**src/rtl/histo_scan_ctrl.sv**
```systemverilog
// histo_scan_ctrl: per-frame readout of the luminance histogram RAM into the
// top-ten bin selector. Scans every bin as one contiguous valid window, waits
// for the selector to settle, latches its enable decision and, optionally,
// wipes the histogram RAM for the next frame.
//
// Build option: define HISTO_CLR_EN to include the CLEAR phase. Without it the
// FSM returns to IDLE straight after LATCH and ram_wr_en / ram_wr_addr stay 0.
//
// state  | meaning
// -------+-----------------------------------------------------------------
// IDLE   | waiting for frame_done
// READ   | one RAM read per cycle, addresses 0..BINS-1
// DRAIN  | RD_LAT cycles while the last reads emerge from the RAM
// SETTLE | SETTLE cycles with the selector inputs quiet
// LATCH  | one cycle: result_enn captured from sel_enn, result_vld pulses
// CLEAR  | one RAM write per cycle, addresses 0..BINS-1 (HISTO_CLR_EN only)
//
// Phase lengths are timed by a down-counter loaded with (length-1) and
// compared against zero. It is ADDR_W+1 bits wide so BINS = 2^ADDR_W still
// has an unambiguous terminal count; RD_LAT and SETTLE must fit in it too.

module histo_scan_ctrl #(
    parameter int BINS   = 256,
    parameter int ADDR_W = 8,
    parameter int DATA_W = 32,
    parameter int RD_LAT = 1,
    parameter int SETTLE = 4
) (
    input  logic              clk,
    input  logic              rst,
    input  logic              frame_done,
    output logic              ram_rd_en,
    output logic [ADDR_W-1:0] ram_rd_addr,
    input  logic [DATA_W-1:0] ram_rd_data,
    output logic              ram_wr_en,
    output logic [ADDR_W-1:0] ram_wr_addr,
    output logic              sel_vld,
    output logic [DATA_W-1:0] sel_data,
    output logic [ADDR_W-1:0] sel_addr,
    input  logic              sel_enn,
    output logic              result_vld,
    output logic              result_enn,
    output logic              busy,
    output logic              overrun
);

    localparam int CNT_W = ADDR_W + 1;

    localparam logic [CNT_W-1:0] BINS_TC   = CNT_W'(BINS - 1);
    localparam logic [CNT_W-1:0] DRAIN_TC  = CNT_W'(RD_LAT - 1);
    localparam logic [CNT_W-1:0] SETTLE_TC = CNT_W'(SETTLE - 1);

    typedef enum logic [2:0] {
        ST_IDLE,
        ST_READ,
        ST_DRAIN,
        ST_SETTLE,
        ST_LATCH,
        ST_CLEAR
    } state_t;

    state_t           state;
    logic [CNT_W-1:0] cnt;
    logic [RD_LAT-1:0] vld_sr;

    // Sequencer: all control outputs are registered and change with the state.
    always_ff @(posedge clk or negedge rst) begin
        if (!rst) begin
            state       <= ST_IDLE;
            cnt         <= '0;
            ram_rd_en   <= 1'b0;
            ram_rd_addr <= '0;
            ram_wr_en   <= 1'b0;
            ram_wr_addr <= '0;
            result_vld  <= 1'b0;
            result_enn  <= 1'b0;
            busy        <= 1'b0;
            overrun     <= 1'b0;
        end else begin
            result_vld <= 1'b0;

            // A frame_done that finds us anywhere but IDLE is dropped; this
            // includes the final LATCH/CLEAR cycle, since state is not yet IDLE.
            if (frame_done && (state != ST_IDLE)) begin
                overrun <= 1'b1;
            end

            case (state)
                ST_IDLE: begin
                    if (frame_done) begin
                        state       <= ST_READ;
                        cnt         <= BINS_TC;
                        ram_rd_en   <= 1'b1;
                        ram_rd_addr <= '0;
                        busy        <= 1'b1;
                    end
                end

                ST_READ: begin
                    if (cnt == '0) begin
                        state     <= ST_DRAIN;
                        cnt       <= DRAIN_TC;
                        ram_rd_en <= 1'b0;
                    end else begin
                        cnt         <= cnt - 1'b1;
                        ram_rd_addr <= ram_rd_addr + 1'b1;
                    end
                end

                ST_DRAIN: begin
                    if (cnt == '0) begin
                        state <= ST_SETTLE;
                        cnt   <= SETTLE_TC;
                    end else begin
                        cnt <= cnt - 1'b1;
                    end
                end

                ST_SETTLE: begin
                    // result_enn and result_vld are loaded together so the
                    // pulse and the new decision appear in the same cycle.
                    if (cnt == '0) begin
                        state      <= ST_LATCH;
                        result_vld <= 1'b1;
                        result_enn <= sel_enn;
                    end else begin
                        cnt <= cnt - 1'b1;
                    end
                end

                ST_LATCH: begin
`ifdef HISTO_CLR_EN
                    state       <= ST_CLEAR;
                    cnt         <= BINS_TC;
                    ram_wr_en   <= 1'b1;
                    ram_wr_addr <= '0;
`else
                    state <= ST_IDLE;
                    busy  <= 1'b0;
`endif
                end

`ifdef HISTO_CLR_EN
                ST_CLEAR: begin
                    if (cnt == '0) begin
                        state       <= ST_IDLE;
                        ram_wr_en   <= 1'b0;
                        ram_wr_addr <= '0;
                        busy        <= 1'b0;
                    end else begin
                        cnt         <= cnt - 1'b1;
                        ram_wr_addr <= ram_wr_addr + 1'b1;
                    end
                end
`endif

                default: begin
                    state     <= ST_IDLE;
                    ram_rd_en <= 1'b0;
                    ram_wr_en <= 1'b0;
                    busy      <= 1'b0;
                end
            endcase
        end
    end

    // Valid follows the read strobe through the RAM latency, giving a
    // gap-free window of exactly BINS beats.
    always_ff @(posedge clk or negedge rst) begin
        if (!rst) begin
            vld_sr <= '0;
        end else begin
            vld_sr[0] <= ram_rd_en;
            for (int i = 1; i < RD_LAT; i++) begin
                vld_sr[i] <= vld_sr[i-1];
            end
        end
    end

    assign sel_vld  = vld_sr[RD_LAT-1];
    assign sel_data = ram_rd_data;

    // The selector registers sel_addr once itself, so the address runs one
    // cycle ahead of the data: RD_LAT-1 stages here.
    generate
        if (RD_LAT == 1) begin : g_addr_direct
            assign sel_addr = ram_rd_addr;
        end else begin : g_addr_pipe
            logic [RD_LAT-2:0][ADDR_W-1:0] addr_sr;

            // Address delay line matching the RAM latency minus one.
            always_ff @(posedge clk or negedge rst) begin
                if (!rst) begin
                    addr_sr <= '0;
                end else begin
                    addr_sr[0] <= ram_rd_addr;
                    for (int i = 1; i < RD_LAT - 1; i++) begin
                        addr_sr[i] <= addr_sr[i-1];
                    end
                end
            end

            assign sel_addr = addr_sr[RD_LAT-2];
        end
    endgenerate

endmodule

```
**config.mk**
```make
export PLATFORM = sky130hd
export DESIGN_NAME = histo_scan_ctrl
export DESIGN_NICKNAME = d
export VERILOG_FILES = /design/src/rtl/histo_scan_ctrl.sv
export SDC_FILE = /design/constraint.sdc
export NUM_CORES = 1
export LEC_CHECK = 0
export CAP_MARGIN = 5
export CORE_ASPECT_RATIO = 1.1
export CORE_MARGIN = 10
export CORE_UTILIZATION = 33
export CTS_BUF_LIST = sky130_fd_sc_hd__clkbuf_2 sky130_fd_sc_hd__clkbuf_4 sky130_fd_sc_hd__clkbuf_8
export DETAILED_ROUTE_END_ITERATION = 10
export GPL_TIMING_DRIVEN = 0
export MAX_ROUTING_LAYER = met4
export PLACE_DENSITY = 0.83
export REMOVE_ABC_BUFFERS = 1
export SKIP_CTS_REPAIR_TIMING = 1
export SYNTH_ARGS = -nofsm -noshare
export SYNTH_HDL_FRONTEND = slang
export SYNTH_SLANG_ARGS = --single-unit
```
**constraint.sdc**
```tcl
create_clock -name clk -period 2.7 [get_ports clk]
set_clock_uncertainty 0.05 [all_clocks]
set_input_delay 0.27 -clock clk [delete_from_list [all_inputs] [get_ports clk]]
set_output_delay 0.27 -clock clk [all_outputs]
set_load 0.1 [all_outputs]
```
==> impl_metrics.yaml, run 1 <==
run_status:
  outcome: "finished clean"
grt:
  grtUsageTotal: 0.102
  grt.overflow.total: 0
  antenna_found_initial: 0
  grt_first_pass_wirelength_um: 6550
  grt_max_degree: 27
  met3_usage: 0.0786
  grt_pass1_vias: 1256
  grtUsageMet1: 0.121
  met2_usage: 0.134
  grt_busiest_layer: "met2"
synthesis:
  async_flop_share: 1.00
  ys_ff_latch: 26
  syn_avg_cell_area_sq_um: 8.96
  ys_types: 47
  synth-compound-area-share: 0.168
  synth_most_common_cell: "buf_4"
  yosysTopAreaCell: "dfrtp_1"
  seq_area_frac_synth: 0.372
  synth_top_family_by_area: "buffers and inverters"
  synth_commonest_cells: "buf_4 (49), dfrtp_1 (26), a21oi_1 (15), nand2_1 (15)"
  synth_area_leaders: "dfrtp_1 (37%), buf_4 (21%), a21oi_1 (4.3%), nand2_1 (3.2%), nor3_1 (2.6%)"
  netlist_area_sq_um: 1750
  synthAdderAreaFrac: 0.0215
  synthCells: 195
  synth_warnings: 8
  synth_xor_area_frac: 0.0100
  synthFlopType: "dfrtp_1"
  synth-edff-count: 0
  synth.mux.area_fraction: 0.0179
  yosys.area_share.simple: 0.165
  synth_top_area_share: 0.372
pwr:
  ir_worst_vdd_v: 0.000671
  cell_internal_pwr_uw: 899
  p_leak_uw: 0.000759
  p_per_area_nw_per_um2: 1240
  sw_frac_of_total: 0.592
  combinationalPowerShare: 0.610
  power.switching_uw: 1300
  pwr-share-clk: 0.100
  power_frac_seq: 0.290
timing:
  period_share: 0.851
  slew_viol_final: 0
  max_freq_mhz: 435
  setup_violations: 0
  finalCriticalPeriod_ns: 2.30
  rsz0062_at_grt: "no"
  hold_viol: 0
  holdWs_ns: 0.274
  tightestPinTransition_ns: 0.980
  max_slew_margin: 0.344
floorplan:
  fp-row-count: 27
  ios: 99
  die_x_um: 89.4
  dieArea_sq_um: 8610
  floorplan.initialDensity: 0.345
  core_area_sq_um: 5070
  chipHeight_um: 96.3
worst_setup_path:
  slowest_delay_ns: 0.49
  cp.arrival_ns: 2.41
  path_max_fanout: 4
  crit_chain: "inv_1 -> ha_1 -> or4b_1 -> or3_1 -> nor2_2 -> mux2_1"
  cp-end-kind: "flip-flop"
  crit_start: "cnt[0]"
  critPathKind: "flip-flop to flip-flop"
  r2r_start: "cnt[0]"
  start_kind: "flip-flop"
  crit_slowest_cell: "or4b_1"
  critPathRequiredTime_ns: 2.81
cts:
  cts_root_buf: "clkbuf_8"
  cts_buffers: 3
  clk_latency_ns: 0.27
  clk_path_buf_depth: 2
  tritoncts: "yes"
  clk_pin_slew_worst_paths_ns: 0.09
  cts_sinks: 26
  ctsHtreeMaxLevel: 1
routing:
  drt_iter0_drc: 85
  viasPerCell: 5.43
  ant_nets: 0
  drt_first_pass_iters: 4
  drcViolationCount: 0
  routedWlPerCell_um: 18.9
  totalWireLength_um: 4480
  vias: 1286
finish:
  antenna_cells: 0
  fillerInstances: 518
  final_nets: 220
  syn_to_final_growth_pct: 1.79
  final_layout_size_suffix_gt1_frac: 0.0726
  final_util: 0.351
placed_design:
  dp_hpwl_um: 3480
  io_buffers: 25
  gp_congestion: 0.758
run:
  max_cap_viol_count: 0
worst_hold_path:
  hold_class: "primary input to async pin"
metrics by stage:
stage | std cells | total power [uW] | cell area (sq um) | worst slack, ns | setup TNS (ns)
finish | 237 | 2200 | 1780 | 0.402 | 0
global route | 237 | 2290 | 1780 | 0.293 | 0
CTS | 236 | 2210 | 1750 | 0.398 | 0
detailed placement | 233 | 2000 | 1710 | 0.417 | 0
global placement | 233 | 1970 | 1710 | 0.487 | 0
floorplan | 150 | 1670 | 1390 | -0.123 | -0.234
power groups by stage:
| stage | registers, uW | logic, uW | clock network (uW) |
|---|---|---|---|
| 2_1_floorplan | 1400 | 272 | 0 |
| 3_3_place_gp | 639 | 1330 | 0 |
| 3_5_place_dp | 649 | 1350 | 0 |
| 4_1_cts | 640 | 1350 | 225 |
| 5_1_grt | 661 | 1390 | 240 |
| 6_report | 640 | 1340 | 220 |
state kept, by name (all words and copies together), names as in the netlist:
register / cells
sel_vld: 1
result_enn: 1
cnt: 9
busy: 1
state: 3
overrun: 1
result_vld: 1
ram_rd_addr: 8
ram_rd_en: 1
final cells by class:
type / instances / area (sq um) / share of cell area
Sequential cell: 26 / 651 / 0.366
Timing Repair Buffer: 26 / 278 / 0.156
Clock buffer: 3 / 41.3 / 0.0232
Multi-Input combinational cell: 115 / 703 / 0.395
Tap cell: 58 / 72.6 / 0.0408
Inverter: 9 / 33.8 / 0.0190
critical path, delay by kind of cell (launching register included):
| kind | cells | cell delay, ns |
|---|---|---|
| buffers and inverters | 1 | 0.12 |
| adders and majority gates | 1 | 0.19 |
| and+or+nand+nor | 3 | 1.09 |
| DFF | 1 | 0.42 |
| muxes | 1 | 0.32 |
cells in the final DEF (no fill, tap or decap), drive strengths merged, types with 2 or more instances in the layout:
cell	instances
mux2i	2
a21o	3
clkdlybuf4s50	25
inv	9
clkbuf	3
ha	3
nor2	10
a21oi	15
or3	3
dfrtp	26
o21ai	7
conb	9
and3	2
nand3	3
nor3	9
or4	2
a31o	2
nor4	3
a22oi	2
nand2	15
o21bai	2
o31ai	4
final timing paths:
check	end	depth (start not counted)	slack [ns]
worst max register to register	result_enn	6	0.40
worst max-delay path	result_enn	6	0.40
worst min register to register	sel_vld	0	0.40
worst min-delay path	state[1]	1	0.27
max in group asynchronous	cnt[5]	2	1.87
min in group clk	sel_vld	0	0.40
kinds of logic (layout without fill, tap and decap cells):
logic type,Yosys count,count (layout)
xor gates and xnor gates,2,2
buffers and inverters,62,38
DFF,26,26
and+or+nand+nor,54,54
muxes,3,3
other,1,9
adders and majority gates,3,3
AOI/OAI and AO/OA,44,44
metal layers:
layer,wire length (um),part of all wire
met5,0,0
met4,35,0.0078
met3,682,0.15
met2,1830,0.41
met1,1940,0.43
No activity file was read; power rests on OpenSTA's default activity.
==> run 2, diff against run 1 <==
CORE_UTILIZATION = 40   (was 33)
PLACE_DENSITY = 0.95   (was 0.83)
==> run 2 against run 1 <==
First-iteration DRC count rose by 42%. Largest cell class unchanged. Global-route usage rose by 2.1 points. Die area is 14% lower. Worst setup slack worse by 0.0070 ns. Fmax fell by 0.30%. Hold slack improved by 0.0073 ns. Clock power decreased by 2%.
==> impl_metrics.yaml, run 2 (synthesis results as in run 1) <==
timing:
  fin_ws_ns: 0.395
  hold_viol: 0
  final.setup.tns_ns: 0
  slew_viol_final: 0
  max_slew_margin: 0.341
  tightestPinTransition_ns: 0.985
  max_freq_mhz: 434
  holdWs_ns: 0.282
  setup_violations: 0
  period_share: 0.854
  finalCriticalPeriod_ns: 2.30
  rsz0062_at_grt: "no"
pwr:
  p_leak_uw: 0.000759
  p_per_area_nw_per_um2: 1240
  ir_worst_vdd_v: 0.000384
worst_setup_path:
  slowest_delay_ns: 0.50
  cp.arrival_ns: 2.41
  critPathKind: "flip-flop to flip-flop"
  crit_slowest_cell: "or4b_1"
  cp-end-kind: "flip-flop"
  start_kind: "flip-flop"
  r2r_start: "cnt[0]"
  path_max_fanout: 4
  reg2reg_to: "result_enn"
  critPathRequiredTime_ns: 2.80
  cpLargestDelayFamily: "simple AND/OR/NAND/NOR gates"
  crit_buf_inv: 1
  crit_chain: "inv_1 -> ha_1 -> or4b_1 -> or3_1 -> nor2_2 -> mux2_1"
  r2r_cells: 6
  rrSetupSlack_ns: 0.40
cts:
  clk_latency_ns: 0.27
  cts_buffers: 3
  ctsHtreeMaxLevel: 1
  tritoncts: "yes"
  cts_root_buf: "clkbuf_8"
  clk_pin_slew_worst_paths_ns: 0.08
  cts_sinks: 26
  clk_path_buf_depth: 2
grt:
  met3_usage: 0.0948
  grt_max_degree: 27
  met2_usage: 0.170
  grt_busiest_layer: "met2"
  grt_pass1_vias: 1263
  grt_first_pass_wirelength_um: 7120
  grtUsageMet1: 0.133
  grtUsageTotal: 0.123
  grt.overflow.total: 0
  antenna_found_initial: 0
routing:
  ant_nets: 0
  drt_first_pass_iters: 4
  totalWireLength_um: 4530
  drcViolationCount: 0
  vias: 1301
  routedWlPerCell_um: 19.5
  drt_iter0_drc: 121
  viasPerCell: 5.58
finish:
  final_cell_mix: "dfrtp_1 (26), clkdlybuf4s50_1 (25), nand2_1 (15), a21oi_1 (15)"
  largest-register: "cnt"
  fillerInstances: 406
  final_util: 0.417
  largest_reg_flops: 9
  reg.largest.list: "cnt: 9 flops, ram_rd_addr: 8 flops, state: 3 flops"
  syn_to_final_growth_pct: 1.50
  mostFrequentLayoutCell: "dfrtp_1"
  final_nets: 220
  postLayoutCellArea_sq_um: 1770
  final_layout_size_suffix_gt1_frac: 0.0726
  antenna_cells: 0
floorplan:
  ios: 99
  chipHeight_um: 89.3
  core_area_sq_um: 4250
  floorplan.initialDensity: 0.411
  die_x_um: 83.0
  fp-row-count: 25
  dieArea_sq_um: 7420
placed_design:
  dpl_cell_area_sq_um: 1710
  gp_congestion: 0.867
  dp_hpwl_um: 3510
  place_ws_ns: 0.401
  io_buffers: 25
run_status:
  outcome: "finished clean"
run:
  max_cap_viol_count: 0
worst_hold_path:
  hold_class: "primary input to async pin"
## run 2: worst max path at each step
stage | startpoint | endpoint | slack (ns) | cells past startpoint
3_3_place_gp | cnt[0] | result_enn | 0.49 | 6
6_report | cnt[0] | result_enn | 0.40 | 6
5_1_grt | cnt[0] | result_enn | 0.32 | 6
4_1_cts | cnt[0] | result_enn | 0.39 | 6
3_5_place_dp | cnt[0] | result_enn | 0.40 | 6
2_1_floorplan | ram_rd_addr[2] | ram_rd_addr[7] | -0.12 | 4
## run 2: worst reg2reg max path: stages (launching register included)
cell,delay (ns)
dfrtp_1,0.41
inv_1,0.11
ha_1,0.19
or4b_1,0.50
or3_1,0.45
nor2_2,0.14
mux2_1,0.34
## run 2: power by group
part | internal [uW] | switching [uW]
combinational | 305 | 1030
sequential | 493 | 152
clock | 100 | 116
## run 2: metal layers
metal,share of wire,routed length [um],vias to the layer above
met1,0.41,1840,634
met2,0.43,1940,68
met3,0.16,705,6
li1,-,-,593
met4,0.011,52,0
met5,0,0,-
## run 2: layout make-up
type | instances | area (sq um) | area share
clock buffer | 3 | 41.3 | 0.0233
sequential | 26 | 651 | 0.367
tap | 54 | 67.6 | 0.0381
multi-input combinational | 115 | 703 | 0.396
inverter | 9 | 33.8 | 0.0190
timing repair buffer | 26 | 278 | 0.157
## run 2: per-stage QoR
step                      std cells  total power, uW
after floorplan                 150             1670
after global placement          229             1960
after detailed placement        229             1990
after CTS                       232             2200
after global routing            233             2290
final                           233             2200
==> run 3, diff against run 2 <==
CELL_PAD_IN_SITES_DETAIL_PLACEMENT = 1   (was not set)
CELL_PAD_IN_SITES_GLOBAL_PLACEMENT = 1   (was not set)
CORE_MARGIN = 2   (was 10)
CORE_UTILIZATION = 28   (was 40)
clock period = 2.2 ns   (was 2.7 ns; I/O delays follow)
==> run 3 against run 2 <==
Register-to-register slack got worse by 0.34 ns. Utilization shrank 11 points. Via count rose by 4.5%. Critical path depth decreased by 5. First-iteration DRC count fell by 25%. Global-route usage is 2.7 points higher. Routed wire length rose by 6.6%. Clock power up 47%. Die area is 7.1% lower. Cell count is 12% higher. Largest power group unchanged. Highest routed layer unchanged.
==> impl_metrics.yaml, run 3 (synthesis results as in run 1) <==
run_status:
  outcome: "finished clean"
routing:
  viasPerCell: 5.19
  drt_first_pass_iters: 4
  routedWlPerCell_um: 18.4
  vias: 1359
  drcViolationCount: 0
  drt_iter0_drc: 91
  totalWireLength_um: 4830
  ant_nets: 0
grt:
  grt_max_degree: 27
  grt_first_pass_wirelength_um: 7530
  grtUsageTotal: 0.150
  grt_pass1_vias: 1367
  antenna_found_initial: 0
  grt.overflow.total: 0
worst_setup_path:
  cpLargestDelayFamily: "buffers and inverters"
  start_kind: "flip-flop"
  crit_start: "ram_rd_addr[5]"
  critPathKind: "flip-flop to primary output"
  critPathRequiredTime_ns: 1.93
  crit_slowest_cell: "clkdlybuf4s50_1"
  crit_buf_inv: 1
  path_max_fanout: 6
  cp-end-kind: "primary output"
  slowest_delay_ns: 1.16
  cp.arrival_ns: 1.87
  r2r_start: "cnt[0]"
  crit_chain: "clkdlybuf4s50_1"
cts:
  tritoncts: "yes"
  ctsHtreeMaxLevel: 1
  clk_pin_slew_worst_paths_ns: 0.09
  clk_path_buf_depth: 2
  cts_buffers: 3
  cts_root_buf: "clkbuf_8"
  clk_latency_ns: 0.28
  cts_sinks: 26
placed_design:
  io_buffers: 25
  dp_hpwl_um: 3550
  dpl_cell_area_sq_um: 1740
  gp_congestion: 0.822
floorplan:
  chipHeight_um: 86.9
  die_x_um: 79.3
  floorplan.initialDensity: 0.286
  fp-row-count: 30
  dieArea_sq_um: 6890
  core_area_sq_um: 6120
  ios: 99
worst_hold_path:
  hold_class: "primary input to async pin"
pwr:
  p_per_area_nw_per_um2: 1480
  p_leak_uw: 0.000865
  ir_worst_vdd_v: 0.000787
  total_power_uw: 2790
timing:
  finalCriticalPeriod_ns: 2.14
  max_slew_margin: 0.335
  tightestPinTransition_ns: 0.995
  rsz0062_at_grt: "yes"
  period_share: 0.974
  hold_viol: 0
  slew_viol_final: 0
  setup_violations: 0
  max_freq_mhz: 467
finish:
  mostFrequentLayoutCell: "dfrtp_1"
  antenna_cells: 0
  largest_reg_flops: 9
  final_layout_size_suffix_gt1_frac: 0.110
  final_nets: 222
  final_cell_mix: "dfrtp_1 (25), clkdlybuf4s50_1 (16), nand2_1 (15), a21oi_1 (15)"
  postLayoutCellArea_sq_um: 1880
  largest-register: "cnt"
  syn_to_final_growth_pct: 7.44
  reg.largest.list: "cnt: 9 flops, ram_rd_addr: 8 flops, state: 3 flops"
run:
  max_cap_viol_count: 0
-- run 3: changes by cell type in the layout (fill, tap and decap cells not counted), sizes merged --
cell,delta
clkbuf,+1
buf,+2
dlymetal6s2s,+9
clkdlybuf4s50,-9
-- run 3: worst register-to-register path, delay by kind of cell (launching register included) --
kind / cells / cell delay (ns)
adders and majority gates: 1 / 0.22
DFF: 1 / 0.42
and+or+nand+nor: 2 / 0.70
AOI/OAI and AO/OA: 2 / 0.61
buffers and inverters: 1 / 0.07
-- run 3: path summary, 6_finish.rpt --
| path | endpoint | slack [ns] | depth (start not counted) |
|---|---|---|---|
| hold reg to reg | sel_vld | 0.40 | 0 |
| min in group clk | sel_data[30] | 0.39 | 0 |
| setup reg to reg | ram_rd_addr[7] | 0.06 | 6 |
| hold / removal | ram_rd_en | 0.27 | 1 |
| setup / recovery | sel_addr[5] | 0.06 | 1 |
| max in group asynchronous | state[1] | 1.31 | 2 |
-- run 3: metrics by stage --
step	util	std cells	setup TNS, ns	hold WS (ns)	setup WS [ns]
final	0.307	262	0	0.270	0.0577
after floorplan	-	150	-2.36	-0.126	-0.623
after detailed placement	0.284	255	-0.0641	0.379	-0.0492
after global routing	0.307	262	-0.0486	0.305	-0.0312
after global placement	0.284	255	-0.0237	0.369	-0.0237
after CTS	0.293	259	-0.188	0.391	-0.0807
-- run 3: layer usage --
metal	vias to the layer above	routed length (um)	global-route usage
met4	0	52	0.0376
met5	-	0	-
li1	598	-	-
met2	75	2220	0.223
met3	6	649	0.103
met1	680	1910	0.165
-- run 3: final cells by class --
class                           instances  area, sq um
Fill cell                             696         4240
Multi-Input combinational cell        115          734
Sequential cell                        26          652
Timing Repair Buffer                   28          303
Tap cell                               80          100
Clock buffer                            4         55.1
Inverter                                9         33.8
-- run 3: power by group --
part / internal [uW] / switching [uW]
logic: 387 / 1280
clock network: 160 / 156
registers: 604 / 202
